--- src/rtl/shift_sequencer.sv ---
// shift_sequencer: multi-cycle 8-bit shift/rotate engine.
// Accepts one request at a time through a start/ready handshake, shifts one
// bit position per clock, then presents result/carry/zero with a one-cycle
// done pulse. Operands are captured at acceptance, so the requester may
// change its inputs while the operation runs.

`ifndef SHL_FN
`define SHL_FN 2'b00
`endif
`ifndef SHR_FN
`define SHR_FN 2'b01
`endif
`ifndef ROL_FN
`define ROL_FN 2'b10
`endif
`ifndef ROR_FN
`define ROR_FN 2'b11
`endif

module shift_sequencer (
  input  logic       clk,
  input  logic       rst_n,
  input  logic       start,
  input  logic [7:0] data_in,
  input  logic [1:0] opcode,
  input  logic [2:0] count,
  input  logic       abort,
  output logic       ready,
  output logic       busy,
  output logic       done,
  output logic [7:0] result,
  output logic       carry,
  output logic       zero
);

  typedef enum logic [1:0] {
    IDLE  = 2'd0,
    SHIFT = 2'd1,
    DONE  = 2'd2
  } state_e;

  state_e     state_q, state_d;
  logic [7:0] work_q, work_d;
  logic       c_work_q, c_work_d;
  logic [2:0] rem_q, rem_d;
  logic [1:0] op_q, op_d;
  logic [7:0] result_q, result_d;
  logic       carry_q, carry_d;
  logic       zero_q, zero_d;
  logic       done_q, done_d;

  logic [7:0] step_work_s;
  logic       step_carry_s;

  // One single-position step. Returns {carry_out, shifted_value}.
  // Rotates never produce a carry; shifts report the bit pushed out.
  function automatic logic [8:0] shift_step(input logic [1:0] op,
                                            input logic [7:0] val);
    logic [8:0] res;
    case (op)
      `SHL_FN: res = {val[7], val[6:0], 1'b0};
      `SHR_FN: res = {val[0], 1'b0, val[7:1]};
      `ROL_FN: res = {1'b0, val[6:0], val[7]};
      `ROR_FN: res = {1'b0, val[0], val[7:1]};
      default: res = {1'b0, val};
    endcase
    return res;
  endfunction

  // Value and carry produced by the step taken this cycle.
  always_comb begin
    {step_carry_s, step_work_s} = shift_step(op_q, work_q);
  end

  // Next-state and datapath update for the IDLE/SHIFT/DONE sequence.
  always_comb begin
    state_d  = state_q;
    work_d   = work_q;
    c_work_d = c_work_q;
    rem_d    = rem_q;
    op_d     = op_q;
    result_d = result_q;
    carry_d  = carry_q;
    zero_d   = zero_q;
    done_d   = 1'b0;
    case (state_q)
      IDLE: begin
        // abort is deliberately ignored here; start wins.
        if (start) begin
          work_d   = data_in;
          op_d     = opcode;
          rem_d    = count;
          c_work_d = 1'b0;
          if (count != 3'd0) begin
            state_d = SHIFT;
          end else begin
            // Zero-count request: publish the operand unchanged.
            state_d  = DONE;
            result_d = data_in;
            carry_d  = 1'b0;
            zero_d   = (data_in == 8'h00);
            done_d   = 1'b1;
          end
        end else begin
          state_d = IDLE;
        end
      end
      SHIFT: begin
        if (abort) begin
          // Cancel: published flags keep their previous values.
          state_d = IDLE;
        end else begin
          work_d   = step_work_s;
          c_work_d = step_carry_s;
          rem_d    = rem_q - 3'd1;
          if (rem_q == 3'd1) begin
            state_d  = DONE;
            result_d = step_work_s;
            carry_d  = step_carry_s;
            zero_d   = (step_work_s == 8'h00);
            done_d   = 1'b1;
          end else begin
            state_d = SHIFT;
          end
        end
      end
      DONE: begin
        state_d = IDLE;
      end
      default: begin
        state_d = IDLE;
      end
    endcase
  end

  // State and datapath registers with asynchronous active-low reset.
  always_ff @(posedge clk or negedge rst_n) begin
    if (!rst_n) begin
      state_q  <= IDLE;
      work_q   <= 8'h00;
      c_work_q <= 1'b0;
      rem_q    <= 3'd0;
      op_q     <= 2'b00;
      result_q <= 8'h00;
      carry_q  <= 1'b0;
      zero_q   <= 1'b0;
      done_q   <= 1'b0;
    end else begin
      state_q  <= state_d;
      work_q   <= work_d;
      c_work_q <= c_work_d;
      rem_q    <= rem_d;
      op_q     <= op_d;
      result_q <= result_d;
      carry_q  <= carry_d;
      zero_q   <= zero_d;
      done_q   <= done_d;
    end
  end

  // Handshake status decoded directly from the state register.
  always_comb begin
    ready = (state_q == IDLE);
    busy  = (state_q != IDLE);
  end

  assign done   = done_q;
  assign result = result_q;
  assign carry  = carry_q;
  assign zero   = zero_q;

endmodule

--- config.mk ---
export PLATFORM = sky130hd
export DESIGN_NAME = shift_sequencer
export DESIGN_NICKNAME = d
export VERILOG_FILES = /design/src/rtl/shift_sequencer.sv
export SDC_FILE = /design/constraint.sdc
export NUM_CORES = 1
export LEC_CHECK = 0
export ABC_AREA = 1
export ABC_CLOCK_PERIOD_IN_PS = 2400
export CORE_MARGIN = 5
export CORE_UTILIZATION = 40
export CTS_BUF_LIST = sky130_fd_sc_hd__clkbuf_2 sky130_fd_sc_hd__clkbuf_4 sky130_fd_sc_hd__clkbuf_8
export DETAILED_ROUTE_END_ITERATION = 10
export PLACE_DENSITY = 0.66
export SYNTH_ARGS = -nofsm -noshare
export SYNTH_HDL_FRONTEND = slang
export SYNTH_SLANG_ARGS = --single-unit
--- constraint.sdc ---
create_clock -name clk -period 2.4 [get_ports clk]
set_clock_uncertainty 0.15 [all_clocks]
set_input_delay 0.48 -clock clk [delete_from_list [all_inputs] [get_ports clk]]
set_output_delay 0.48 -clock clk [all_outputs]
set_load 0.03 [all_outputs]
; Yosys cells after proc, flatten, opt, wreduce, memory -nomap -nowiden
; Cells that the tools add are included.
[totals]
regBits = 26
in_bits = 17
output_inout_bits = 13
wordCells = 60
[op_classes]
n_addsub = 1
n_eq_ne = 9
n_mux = 32
n_reduce_logical = 10
[op_table]
columns = operator, count
row1 = 8-bit two-way mux, 6
row2 = 9-bit case mux with 4 select lines, 1
row3 = 8-bit case mux with 2 select lines, 2
row4 = 8-bit zero test, 2
row5 = 1-bit two-way mux, 12
row6 = 2-bit two-way mux, 4
row7 = 2-bit inequality test (second input constant), 4
row8 = 3-bit two-way mux, 2
row9 = 1-bit case mux with 2 select lines, 3
row10 = 3-bit case mux with 2 select lines, 1
row11 = 5-bit AND reduction, 1
row12 = 2-bit by 1-bit equality test with 1-bit output (second input constant), 2
row13 = 2-bit equality test (second input constant), 2
row14 = 2-bit zero test, 2
row15 = 2-bit case mux with 2 select lines, 1
row16 = 2-bit nonzero test, 2
row17 = 3-bit by 1-bit equality test with 1-bit output (second input constant), 1
row18 = 3-bit AND reduction, 1
row19 = 3-bit nonzero test, 1
row20 = 3-bit by 1-bit subtractor with 3-bit output (second input constant), 1
row21 = 2-bit AND reduction, 1

; Logic depth before layout (Yosys ltp)
; Gate-level depths: netlist of run 1.
[depth]
word_depth = 6
depth_mapped = 10

; Worst setup path before layout of run 1
; Ideal clock, no wire load.
[synth_path]
path_type = reg-to-output
from = register done (netlist name)
to = output ready
t_arrival_ps = 993
t_required_ps = 1770
slack_ps = 777
stages_incl_launch_ff = 4
path_buffers = 0
cell_sequence = dfrtp_1 > inv_2 > nand2_4 > inv_1
[synth_lines]
columns = element, line_no
row1 = to (decl), 28  ; output logic ready,

==> metrics.txt, run 1 <==
# TYPE chip_impl_metric gauge
chip_impl_metric{name="power.share.clock",unit="%"} 8.8
chip_impl_metric{name="io_pins",unit=""} 30
chip_impl_metric{name="combPwrFrac",unit="%"} 57.4
chip_impl_metric{name="die-height",unit="um"} 70.3
chip_impl_metric{name="vdd_drop_max",unit="V"} 0.000391
chip_impl_metric{name="drive_gt1_share",unit="%"} 18.6
chip_impl_metric{name="remaining_global_route_overflow",unit=""} 0
chip_impl_info{name="grt_setup_unrepaired",value="false"} 1
chip_impl_metric{name="postCtsSetupRepairBufs",unit=""} 0
chip_impl_metric{name="seqPwrFrac",unit="%"} 33.8
chip_impl_metric{name="report.final.hold_viol_count",unit=""} 0
chip_impl_metric{name="finalSetupViolCount",unit=""} 0
chip_impl_info{name="layout_common_cells",value="sky130_fd_sc_hd__nand2_1 (74), sky130_fd_sc_hd__clkdlybuf4s50_1 (29), sky130_fd_sc_hd__dfrtp_1 (25)"} 1
chip_impl_metric{name="netlist_area",unit="um2"} 1450
chip_impl_info{name="end_kind",value="primary output"} 1
chip_impl_metric{name="p_switching",unit="mW"} 1.04
chip_impl_metric{name="die-area",unit="um2"} 4940
chip_impl_info{name="path_delay_family",value="buffers and inverters"} 1
chip_impl_metric{name="grt_pass1_vias",unit=""} 1136
chip_impl_metric{name="slew_headroom",unit="%"} 73.3
chip_impl_metric{name="synth-adder-area-share",unit="%"} 1.72
chip_impl_metric{name="finalNetCount",unit=""} 235
chip_impl_metric{name="initial_core_util",unit="%"} 40.6
chip_impl_metric{name="yosys.area_share.xor_xnor",unit="%"} 0.602
chip_impl_metric{name="filler_cell_count",unit=""} 376
chip_impl_metric{name="num_antenna_cells",unit=""} 0
chip_impl_metric{name="grt_pass1_wl",unit="mm"} 5.11
chip_impl_info{name="cells_along_the_critical_path",value="inv_2 > nand2_4 > inv_1 > clkdlybuf4s50_1"} 1
chip_impl_metric{name="synth_simple_gate_area_share",unit="%"} 31.9
chip_impl_info{name="combinational_family_with_the_most_area_after_synthesis",value="simple AND/OR/NAND/NOR gates"} 1
chip_impl_metric{name="postSynthAreaPerCell",unit="um2"} 7.86
chip_impl_metric{name="cts_sinks",unit=""} 25
chip_impl_metric{name="routed-via-count",unit=""} 1180
chip_impl_metric{name="globalRouteTotalUtil",unit="%"} 12.9
chip_impl_metric{name="clkSlewWorstSetupHoldPaths",unit="ns"} 0.14
chip_impl_metric{name="cellPowerDensity",unit="nW/um2"} 1230
chip_impl_metric{name="placement_rows",unit=""} 22
chip_impl_metric{name="yosys_register_bits",unit=""} 25
chip_impl_metric{name="routed_via_density",unit=""} 4.49
chip_impl_metric{name="post-route-min-period",unit="ns"} 2.30
chip_impl_metric{name="synth-compound-area-share",unit="%"} 12.7
chip_impl_metric{name="cts-hold-fix-buffers",unit=""} 0
chip_impl_metric{name="routed_wire_length",unit="mm"} 2.91
chip_impl_info{name="cts.root.buffer_cell",value="sky130_fd_sc_hd__clkbuf_4"} 1
chip_impl_info{name="critPathLaunchType",value="flop"} 1
chip_impl_metric{name="dpl-instance-area",unit="um2"} 1760
chip_impl_metric{name="grt_start_max_net_pins",unit=""} 26
chip_impl_metric{name="post_drt_wl_per_cell",unit="um"} 11.0
chip_impl_info{name="run_status",value="complete, no violations"} 1
chip_impl_metric{name="ant_nets",unit=""} 0
chip_impl_metric{name="placeableCoreArea",unit="um2"} 3580
chip_impl_metric{name="path_max_fanout",unit=""} 3
chip_impl_metric{name="timing.fmax",unit="MHz"} 434
chip_impl_metric{name="cellLeakagePower",unit="nW"} 0.874
chip_impl_metric{name="layout.cells.non_filler",unit=""} 263
chip_impl_info{name="worst_hold_path_type",value="reg -> reg"} 1
chip_impl_metric{name="detail_route.iter0.violations",unit=""} 66
chip_impl_metric{name="ys_types",unit=""} 24
chip_impl_metric{name="gp_congestion",unit=""} 0.807
chip_impl_info{name="slowest_cp_cell",value="sky130_fd_sc_hd__clkdlybuf4s50_1"} 1
chip_impl_info{name="critical_path_class",value="reg -> out"} 1
chip_impl_metric{name="cp.arrival",unit="ns"} 1.67
chip_impl_metric{name="synth-seq-area-share",unit="%"} 43.0
chip_impl_metric{name="number_of_cells_upsized_or_downsized_after_cts",unit=""} 0
chip_impl_metric{name="finalCoreUtilization",unit="%"} 50.0
chip_impl_metric{name="worst_skew_pair_later_pin_latency",unit="ns"} 0.33
chip_impl_metric{name="numCtsBuffers",unit=""} 3
chip_impl_metric{name="antenna_found_initial",unit=""} 0
chip_impl_metric{name="synth-warning-count",unit=""} 0
chip_impl_metric{name="post_synth_mux_area_share",unit="%"} 0
chip_impl_metric{name="area_growth",unit="%"} 23.0
chip_impl_metric{name="port_buffers",unit=""} 29
chip_impl_metric{name="finalMaxSlewViolations",unit=""} 0
chip_impl_metric{name="synthesis.instances",unit=""} 185
chip_impl_info{name="clock_tree_from_tritoncts",value="built"} 1
chip_impl_metric{name="firstDrtPassIters",unit=""} 4
chip_impl_metric{name="critical_path_required",unit="ns"} 1.77
chip_impl_metric{name="h-tree-depth",unit=""} 1
chip_impl_metric{name="layout_worst_path_cycle_share",unit="%"} 96.0
chip_impl_metric{name="drc_errors",unit=""} 0
chip_impl_info{name="final_common_cell",value="sky130_fd_sc_hd__nand2_1"} 1
chip_impl_metric{name="syn_nets",unit=""} 204
chip_impl_metric{name="number_of_placed_cells_counting_well_taps",unit=""} 259
chip_impl_metric{name="accumulated_negative_setup_slack",unit="ns"} 0
chip_impl_metric{name="max-cap-violations",unit=""} 0
chip_impl_metric{name="swShare",unit="%"} 47.6
chip_impl_metric{name="slowest_stage_delay_on_critical_path",unit="ns"} 0.66
chip_impl_metric{name="max-clock-path-buffers",unit=""} 2
chip_impl_metric{name="critPathBufInv",unit=""} 3
chip_impl_metric{name="final_instance_area",unit="um2"} 1790
chip_impl_metric{name="dp.final_hpwl",unit="mm"} 2.28
chip_impl_metric{name="actual_transition_at_the_worst_max_transition_pin",unit="ns"} 0.396
chip_impl_metric{name="internal-power",unit="mW"} 1.15
chip_impl_metric{name="dieWidth",unit="um"} 70.3
chip_impl_metric{name="whs",unit="ns"} 0.335
==> metrics by stage <==
stage          total power [mW]  setup slack (ns)
4_1_cts                    2.23            0.0734
6_report                   2.19            0.0969
3_5_place_dp               2.03             0.415
3_3_place_gp               2.02             0.439
2_1_floorplan              1.69             0.777
5_1_grt                    2.41            0.0158
==> cells in the mapped netlist <==
| cell type | n | area (um2) |
|---|---|---|
| sky130_fd_sc_hd__nand2_4 | 5 | 56.3 |
| sky130_fd_sc_hd__a21oi_2 | 1 | 8.76 |
| sky130_fd_sc_hd__nor2_1 | 9 | 33.8 |
| sky130_fd_sc_hd__inv_1 | 15 | 56.3 |
| sky130_fd_sc_hd__o21ai_1 | 5 | 25.0 |
| sky130_fd_sc_hd__xor2_1 | 1 | 8.76 |
| sky130_fd_sc_hd__buf_12 | 1 | 20.0 |
| sky130_fd_sc_hd__buf_6 | 3 | 33.8 |
| sky130_fd_sc_hd__nand3_2 | 1 | 10.0 |
| sky130_fd_sc_hd__ha_1 | 2 | 25.0 |
| sky130_fd_sc_hd__nor2_4 | 3 | 33.8 |
| sky130_fd_sc_hd__o21ai_0 | 9 | 45.0 |
| sky130_fd_sc_hd__o21ai_2 | 10 | 87.6 |
| sky130_fd_sc_hd__nand2_1 | 74 | 278 |
| sky130_fd_sc_hd__o22ai_1 | 1 | 6.26 |
| sky130_fd_sc_hd__o211ai_1 | 1 | 7.51 |
| sky130_fd_sc_hd__buf_2 | 1 | 5.00 |
| sky130_fd_sc_hd__nor2_2 | 1 | 6.26 |
| sky130_fd_sc_hd__dfrtp_1 | 25 | 626 |
| sky130_fd_sc_hd__a21oi_1 | 1 | 5.00 |
| sky130_fd_sc_hd__nand3_1 | 1 | 5.00 |
| sky130_fd_sc_hd__inv_2 | 8 | 30.0 |
| sky130_fd_sc_hd__nor3_1 | 2 | 10.0 |
| sky130_fd_sc_hd__nand2_2 | 5 | 31.3 |
==> power by group through the flow <==
stage	Clock [mW]	Combinational [mW]	Sequential (mW)
2_1_floorplan	0	0.810	0.881
3_3_place_gp	0	1.27	0.751
3_5_place_dp	0	1.28	0.752
4_1_cts	0.205	1.28	0.743
5_1_grt	0.220	1.42	0.770
6_report	0.194	1.26	0.741
==> final timing paths <==
| path | start | endpoint | slack, ns | cells after the start |
|---|---|---|---|---|
| hold reg to reg | result[0]$_DFFE_PN0P_ | result[0]$_DFFE_PN0P_ | 0.34 | 2 |
| setup reg to reg | done$_DFF_PN0_ | work_q[6]$_DFFE_PN0P_ | 0.81 | 8 |
| setup / recovery | done$_DFF_PN0_ | ready | 0.1 | 4 |
| min in group asynchronous | rst_n | rem_q[0]$_DFFE_PN0P_ | 0.35 | 2 |
| hold / removal | result[0]$_DFFE_PN0P_ | result[0]$_DFFE_PN0P_ | 0.34 | 2 |
| max in group asynchronous | rst_n | result[5]$_DFFE_PN0P_ | 1.51 | 2 |
==> state kept, by name, indices dropped and copies added (netlist names) <==
signal	count
zero	1
rem_q	3
state_q	1
work_q	8
done	1
op_q	2
carry	1
result	8
==> cell families after synthesis <==
| logic type | Yosys count |
|---|---|
| adder cells (fa/ha/maj) | 2 |
| buffers and inverters | 28 |
| AO/OA/AOI/OAI | 28 |
| flip-flops | 25 |
| XOR/XNOR | 1 |
| AND/OR/NAND/NOR | 101 |
==> area by class of cell <==
type / count / area (um2) / area share [%]
Multi-Input combinational cell: 132 / 683 / 38.2
Sequential cell: 25 / 626 / 35.0
Timing Repair Buffer: 31 / 305 / 17.1
Inverter: 23 / 86.3 / 4.83
Tap cell: 48 / 60.1 / 3.36
Clock buffer: 3 / 22.5 / 1.26
Clock inverter: 1 / 5.00 / 0.280
==> worst min-delay path, stage by stage, from the launching register on <==
cell and delay, ns:
sky130_fd_sc_hd__dfrtp_1 0.37, sky130_fd_sc_hd__nand2_1 0.05, sky130_fd_sc_hd__nand2_1 0.04
==> per-layer routing <==
layer	share of wire, %	global-route usage, %	wire length (um)
met4	2.2	6.38	64
met3	3.5	2.01	101
met1	50	17.3	1440
met2	45	19.9	1300
met5	0	0	0
No activity file was read; power rests on OpenSTA's default activity.
==> inputs of run 2 (changes only) <==
--- a/config.mk
+++ b/config.mk
@@ -7,11 +7,14 @@
 export LEC_CHECK = 0
 export ABC_AREA = 1
 export ABC_CLOCK_PERIOD_IN_PS = 2400
+export CAP_MARGIN = 20
 export CORE_MARGIN = 5
 export CORE_UTILIZATION = 40
 export CTS_BUF_LIST = sky130_fd_sc_hd__clkbuf_2 sky130_fd_sc_hd__clkbuf_4 sky130_fd_sc_hd__clkbuf_8
 export DETAILED_ROUTE_END_ITERATION = 10
-export PLACE_DENSITY = 0.66
+export DONT_BUFFER_PORTS = 1
+export HOLD_SLACK_MARGIN = 0.15
+export PLACE_DENSITY = 0.55
 export SYNTH_ARGS = -nofsm -noshare
 export SYNTH_HDL_FRONTEND = slang
 export SYNTH_SLANG_ARGS = --single-unit
==> run 2 against run 1 <==
Compared with the run above:
- utilization decreased by 7.1 points
- clock power barely moved
- via count decreased by 6.5%
- die area unchanged
- sequential power is 25% higher
- cell count shrank 10%
- non-clock buffer count decreased by 27
- maximum frequency is 14% higher
- combinational power shrank 29%
- critical endpoint unchanged
==> metrics.txt, run 2 (synthesis results as in run 1) <==
# TYPE chip_impl_metric gauge
chip_impl_metric{name="critical_path_required",unit="ns"} 1.77
chip_impl_metric{name="finalCoreUtilization",unit="%"} 42.9
chip_impl_metric{name="vdd_drop_max",unit="V"} 0.000322
chip_impl_metric{name="postCtsSetupRepairBufs",unit=""} 0
chip_impl_metric{name="dp.final_hpwl",unit="mm"} 2.39
chip_impl_info{name="clock_tree_from_tritoncts",value="built"} 1
chip_impl_metric{name="report.final.hold_viol_count",unit=""} 0
chip_impl_metric{name="gp_congestion",unit=""} 0.779
chip_impl_metric{name="num_antenna_cells",unit=""} 0
chip_impl_metric{name="cts_sinks",unit=""} 25
chip_impl_info{name="layout_common_cells",value="sky130_fd_sc_hd__nand2_1 (74), sky130_fd_sc_hd__dfrtp_1 (25), sky130_fd_sc_hd__inv_1 (15)"} 1
chip_impl_metric{name="area_growth",unit="%"} 5.59
chip_impl_info{name="cts.root.buffer_cell",value="sky130_fd_sc_hd__clkbuf_4"} 1
chip_impl_metric{name="placeableCoreArea",unit="um2"} 3580
chip_impl_metric{name="antenna_found_initial",unit=""} 0
chip_impl_info{name="final_common_cell",value="sky130_fd_sc_hd__nand2_1"} 1
chip_impl_metric{name="die-area",unit="um2"} 4940
chip_impl_metric{name="timing.fmax",unit="MHz"} 495
chip_impl_metric{name="die-height",unit="um"} 70.3
chip_impl_metric{name="multi_input_area",unit="um2"} 683
chip_impl_metric{name="globalRouteTotalUtil",unit="%"} 12.8
chip_impl_metric{name="grt_pass1_vias",unit=""} 1113
chip_impl_metric{name="grt_pass1_wl",unit="mm"} 5.12
chip_impl_info{name="critical_path_class",value="reg -> out"} 1
chip_impl_info{name="end_kind",value="primary output"} 1
chip_impl_metric{name="io_pins",unit=""} 30
chip_impl_metric{name="finalSetupViolCount",unit=""} 0
chip_impl_metric{name="dieWidth",unit="um"} 70.3
chip_impl_info{name="grt_setup_unrepaired",value="false"} 1
chip_impl_metric{name="numCtsBuffers",unit=""} 3
chip_impl_metric{name="port_buffers",unit=""} 0
chip_impl_metric{name="slew_headroom",unit="%"} 72.2
chip_impl_metric{name="worst_skew_pair_later_pin_latency",unit="ns"} 0.31
chip_impl_metric{name="finalMaxSlewViolations",unit=""} 0
chip_impl_metric{name="clkSlewWorstSetupHoldPaths",unit="ns"} 0.13
chip_impl_metric{name="sequential_cell_area",unit="um2"} 626
chip_impl_info{name="critPathLaunchType",value="flop"} 1
chip_impl_metric{name="routed-via-count",unit=""} 1103
chip_impl_metric{name="cellPowerDensity",unit="nW/um2"} 1310
chip_impl_metric{name="initial_core_util",unit="%"} 40.6
chip_impl_metric{name="filler_cell_count",unit=""} 375
chip_impl_info{name="worst_hold_path_type",value="in -> reg"} 1
chip_impl_metric{name="placement_rows",unit=""} 22
chip_impl_metric{name="remaining_global_route_overflow",unit=""} 0
chip_impl_metric{name="finalNetCount",unit=""} 208
chip_impl_metric{name="actual_transition_at_the_worst_max_transition_pin",unit="ns"} 0.417
chip_impl_metric{name="ant_nets",unit=""} 0
chip_impl_metric{name="drive_gt1_share",unit="%"} 20.7
chip_impl_metric{name="max-clock-path-buffers",unit=""} 2
chip_impl_metric{name="cp.arrival",unit="ns"} 1.39
chip_impl_metric{name="accumulated_negative_setup_slack",unit="ns"} 0
chip_impl_metric{name="post_drt_wl_per_cell",unit="um"} 12.4
chip_impl_metric{name="cellLeakagePower",unit="nW"} 0.776
chip_impl_metric{name="grt_start_max_net_pins",unit=""} 26
chip_impl_metric{name="routed_via_density",unit=""} 4.67
chip_impl_metric{name="path_max_fanout",unit=""} 3
chip_impl_metric{name="layout.cells.non_filler",unit=""} 236
chip_impl_metric{name="detail_route.iter0.violations",unit=""} 49
chip_impl_metric{name="post-route-min-period",unit="ns"} 2.02
chip_impl_metric{name="firstDrtPassIters",unit=""} 4
chip_impl_metric{name="r2r_setup_slack",unit="ns"} 0.55
chip_impl_metric{name="whs",unit="ns"} 0.188
chip_impl_metric{name="max-cap-violations",unit=""} 0
chip_impl_metric{name="h-tree-depth",unit=""} 1
chip_impl_metric{name="routed_wire_length",unit="mm"} 2.93
chip_impl_info{name="run_status",value="complete, no violations"} 1
chip_impl_metric{name="layout_worst_path_cycle_share",unit="%"} 84.2
chip_impl_metric{name="number_of_placed_cells_counting_well_taps",unit=""} 228
chip_impl_metric{name="drc_errors",unit=""} 0
-- run 2: through the flow --
step	worst slack, ns	power [mW]	area, um2
final	0.380	2.01	1540
after global routing	0.331	2.20	1540
after CTS	0.368	2.03	1540
after detailed placement	0.547	1.82	1460
after global placement	0.596	1.80	1460
after floorplan	0.777	1.69	1450
-- run 2: final cells by class --
cell class              count  area share (%)
multi-input cells         132            44.5
flip-flops and latches     25            40.7
inverters                  23            5.62
well taps                  48            3.91
repair buffers              4            3.26
clock buffers               4            1.96
-- run 2: repair_timing --
action | in CTS | in global routing
hold buffers | 4 | 0
gates resized for setup | 0 | 0
hold endpoints to repair | 27 | 0
-- run 2: power by group --
group | internal (mW) | leakage, nW | total, mW | switching, mW
Clock | 0.0762 | 0.0184 | 0.197 | 0.120
Combinational | 0.301 | 0.445 | 0.890 | 0.590
Sequential | 0.610 | 0.312 | 0.923 | 0.313
Total | 0.987 | 0.776 | 2.01 | 1.02
-- run 2: path summary, 6_finish.rpt --
kind / from / end / cells after the start
min in group asynchronous: rst_n / result[4]$_DFFE_PN0P_ / 2
max reg2reg: done$_DFF_PN0_ / result[4]$_DFFE_PN0P_ / 8
min reg2reg: work_q[6]$_DFFE_PN0P_ / work_q[6]$_DFFE_PN0P_ / 2
min: count[1] / rem_q[1]$_DFFE_PN0P_ / 2
max: done$_DFF_PN0_ / ready / 3
max in group asynchronous: rst_n / work_q[7]$_DFFE_PN0P_ / 2
-- run 2: critical path, cell delays in order (launching register included) --
cell	delay, ns
sky130_fd_sc_hd__dfrtp_1	0.56
sky130_fd_sc_hd__inv_2	0.17
sky130_fd_sc_hd__nand2_4	0.11
sky130_fd_sc_hd__inv_1	0.23
-- run 2: per-layer routing --
metal,vias up,track usage [%],wire length (um)
met4,0,4.47,54
met3,6,3.02,156
met2,16,21.7,1470
li1,578,-,-
met1,503,15.7,1250
met5,-,0,0
==> inputs of run 3 (changes only) <==
--- a/config.mk
+++ b/config.mk
@@ -6,7 +6,7 @@
 export NUM_CORES = 1
 export LEC_CHECK = 0
 export ABC_AREA = 1
-export ABC_CLOCK_PERIOD_IN_PS = 2400
+export ABC_CLOCK_PERIOD_IN_PS = 2000
 export CAP_MARGIN = 20
 export CORE_MARGIN = 5
 export CORE_UTILIZATION = 40
==> constraint.sdc (replaced) <==
create_clock -name clk -period 2 [get_ports clk]
set_clock_uncertainty 0.15 [all_clocks]
set_input_delay 0.4 -clock clk [delete_from_list [all_inputs] [get_ports clk]]
set_output_delay 0.4 -clock clk [all_outputs]
set_load 0.03 [all_outputs]
==> run 3 against run 2 <==
Compared with the run above:
- worst setup slack lost 0.27 ns
- sequential share of layout area shrank 1.2 points
- via count grew 2.4%
- wire length grew 2.9%
- global-route usage grew 0.44 points
- clock power grew 18%
- flip-flop and latch count is the same
- total power grew 21%
- sequential power grew 19%
- non-clock buffer count grew 5
- cell count grew 2.1%
- die area is the same
==> metrics.txt, run 3 (synthesis results as in run 1) <==
# TYPE chip_impl_metric gauge
chip_impl_info{name="run_status",value="complete, no violations"} 1
chip_impl_info{name="critPathLaunchType",value="input port"} 1
chip_impl_info{name="cts.root.buffer_cell",value="sky130_fd_sc_hd__clkbuf_4"} 1
chip_impl_metric{name="max-clock-path-buffers",unit=""} 2
chip_impl_metric{name="detail_route.iter0.violations",unit=""} 55
chip_impl_metric{name="dpl-instance-area",unit="um2"} 1460
chip_impl_metric{name="postCtsSetupRepairBufs",unit=""} 0
chip_impl_metric{name="finalSetupViolCount",unit=""} 0
chip_impl_metric{name="cellLeakagePower",unit="nW"} 0.798
chip_impl_metric{name="cts_sinks",unit=""} 25
chip_impl_metric{name="die-height",unit="um"} 70.3
chip_impl_metric{name="number_of_cells_upsized_or_downsized_after_cts",unit=""} 0
chip_impl_metric{name="grt_start_max_net_pins",unit=""} 26
chip_impl_metric{name="grt_pass1_vias",unit=""} 1066
chip_impl_info{name="final_common_cell",value="sky130_fd_sc_hd__nand2_1"} 1
chip_impl_metric{name="gp_congestion",unit=""} 0.806
chip_impl_metric{name="area_growth",unit="%"} 8.69
chip_impl_info{name="clock_tree_from_tritoncts",value="built"} 1
chip_impl_metric{name="routed-via-count",unit=""} 1129
chip_impl_metric{name="drc_errors",unit=""} 0
chip_impl_info{name="layout_common_cells",value="sky130_fd_sc_hd__nand2_1 (74), sky130_fd_sc_hd__dfrtp_1 (25), sky130_fd_sc_hd__inv_1 (15)"} 1
chip_impl_info{name="grt_setup_unrepaired",value="false"} 1
chip_impl_metric{name="finalCoreUtilization",unit="%"} 44.2
chip_impl_metric{name="port_buffers",unit=""} 0
chip_impl_metric{name="routed_via_density",unit=""} 4.68
chip_impl_info{name="worst_hold_startpoint",value="start"} 1
chip_impl_info{name="worst_r2r_startpoint",value="state_q[0]$_DFF_PN0_"} 1
chip_impl_metric{name="io_pins",unit=""} 30
chip_impl_metric{name="slew_headroom",unit="%"} 75.2
chip_impl_info{name="critical_path_class",value="in -> reg"} 1
chip_impl_metric{name="layout.cells.non_filler",unit=""} 241
chip_impl_metric{name="cellPowerDensity",unit="nW/um2"} 1540
chip_impl_info{name="crit_path_start",value="count[1]"} 1
chip_impl_metric{name="h-tree-depth",unit=""} 1
chip_impl_metric{name="dieWidth",unit="um"} 70.3
chip_impl_metric{name="dp.final_hpwl",unit="mm"} 2.40
chip_impl_metric{name="accumulated_negative_setup_slack",unit="ns"} 0
chip_impl_metric{name="actual_transition_at_the_worst_max_transition_pin",unit="ns"} 0.368
chip_impl_metric{name="number_of_placed_cells_counting_well_taps",unit=""} 229
chip_impl_metric{name="numCtsBuffers",unit=""} 3
chip_impl_metric{name="post-route-min-period",unit="ns"} 1.89
chip_impl_metric{name="post_drt_wl_per_cell",unit="um"} 12.5
chip_impl_metric{name="max-cap-violations",unit=""} 0
chip_impl_metric{name="worst_skew_pair_later_pin_latency",unit="ns"} 0.32
chip_impl_metric{name="final_instance_area",unit="um2"} 1580
chip_impl_info{name="worst_hold_path_type",value="in -> reg"} 1
chip_impl_metric{name="p_total",unit="mW"} 2.43
chip_impl_metric{name="initial_core_util",unit="%"} 40.6
chip_impl_metric{name="drive_gt1_share",unit="%"} 20.7
chip_impl_metric{name="finalMaxSlewViolations",unit=""} 0
chip_impl_metric{name="antenna_found_initial",unit=""} 0
chip_impl_metric{name="firstDrtPassIters",unit=""} 4
chip_impl_metric{name="critical_path_required",unit="ns"} 2.07
chip_impl_metric{name="remaining_global_route_overflow",unit=""} 0
chip_impl_metric{name="path_max_fanout",unit=""} 2
chip_impl_metric{name="report.final.hold_viol_count",unit=""} 0
chip_impl_metric{name="num_antenna_cells",unit=""} 0
chip_impl_metric{name="ant_nets",unit=""} 0
chip_impl_metric{name="routed_wire_length",unit="mm"} 3.01
chip_impl_metric{name="globalRouteTotalUtil",unit="%"} 13.2
chip_impl_metric{name="placement_rows",unit=""} 22
chip_impl_metric{name="grt_pass1_wl",unit="mm"} 5.26
chip_impl_metric{name="cts-hold-fix-buffers",unit=""} 8
chip_impl_metric{name="timing.fmax",unit="MHz"} 529
chip_impl_metric{name="die-area",unit="um2"} 4940
chip_impl_metric{name="vdd_drop_max",unit="V"} 0.000494
chip_impl_metric{name="placeableCoreArea",unit="um2"} 3580
chip_impl_metric{name="cp.arrival",unit="ns"} 1.97
chip_impl_info{name="end_kind",value="flop"} 1
chip_impl_metric{name="finalNetCount",unit=""} 213
chip_impl_metric{name="clkSlewWorstSetupHoldPaths",unit="ns"} 0.14
chip_impl_metric{name="layout_worst_path_cycle_share",unit="%"} 94.6
[run 3: power by group]
group          switching (mW)  leakage [nW]  internal (mW)
combinational           0.718         0.468          0.377
clock                   0.158        0.0177         0.0750
sequential              0.370         0.312          0.732
total                    1.25         0.798           1.18
[run 3: layout make-up]
| type | count | area, um2 |
|---|---|---|
| sequential | 25 | 626 |
| timing repair buffer | 9 | 97.6 |
| fill | 366 | 2000 |
| multi-input combinational | 132 | 683 |
| tap | 48 | 60.1 |
| clock buffer | 3 | 22.5 |
| clock inverter | 1 | 5.00 |
| inverter | 23 | 86.3 |
[run 3: metal layers]
| layer | GRT usage, % | up-vias | wire [um] |
|---|---|---|---|
| met2 | 20.9 | 25 | 1500 |
| met5 | 0 | - | 0 |
| met4 | 3.83 | 0 | 36 |
| li1 | - | 589 | - |
| met3 | 3.02 | 5 | 168 |
| met1 | 18.0 | 510 | 1310 |
[run 3: per-stage QoR]
stage	setup WS, ns	hold slack, ns
final	0.109	0.175
after global routing	0.0228	0.150
after CTS	0.107	0.172
after detailed placement	0.325	-0.0451
after global placement	0.378	-0.0450
after floorplan	0.406	-0.0456
[run 3: critical path, cell delays in order]
cell,delay (ns)
sky130_fd_sc_hd__dlygate4sd3_1,0.56
sky130_fd_sc_hd__nor3_1,0.33
sky130_fd_sc_hd__o22ai_1,0.11
sky130_fd_sc_hd__dlygate4sd3_1,0.56
[run 3: final timing paths]
path,to,slack [ns],depth (start not counted)
worst min-delay path,op_q[1]$_DFFE_PN0P_,0.17,4
worst min register to register,work_q[4]$_DFFE_PN0P_,0.38,2
worst max-delay path,state_q[0]$_DFF_PN0_,0.11,4
min in group asynchronous,result[3]$_DFFE_PN0P_,0.34,2
max in group asynchronous,work_q[3]$_DFFE_PN0P_,1.21,2
worst max register to register,state_q[0]$_DFF_PN0_,0.23,6
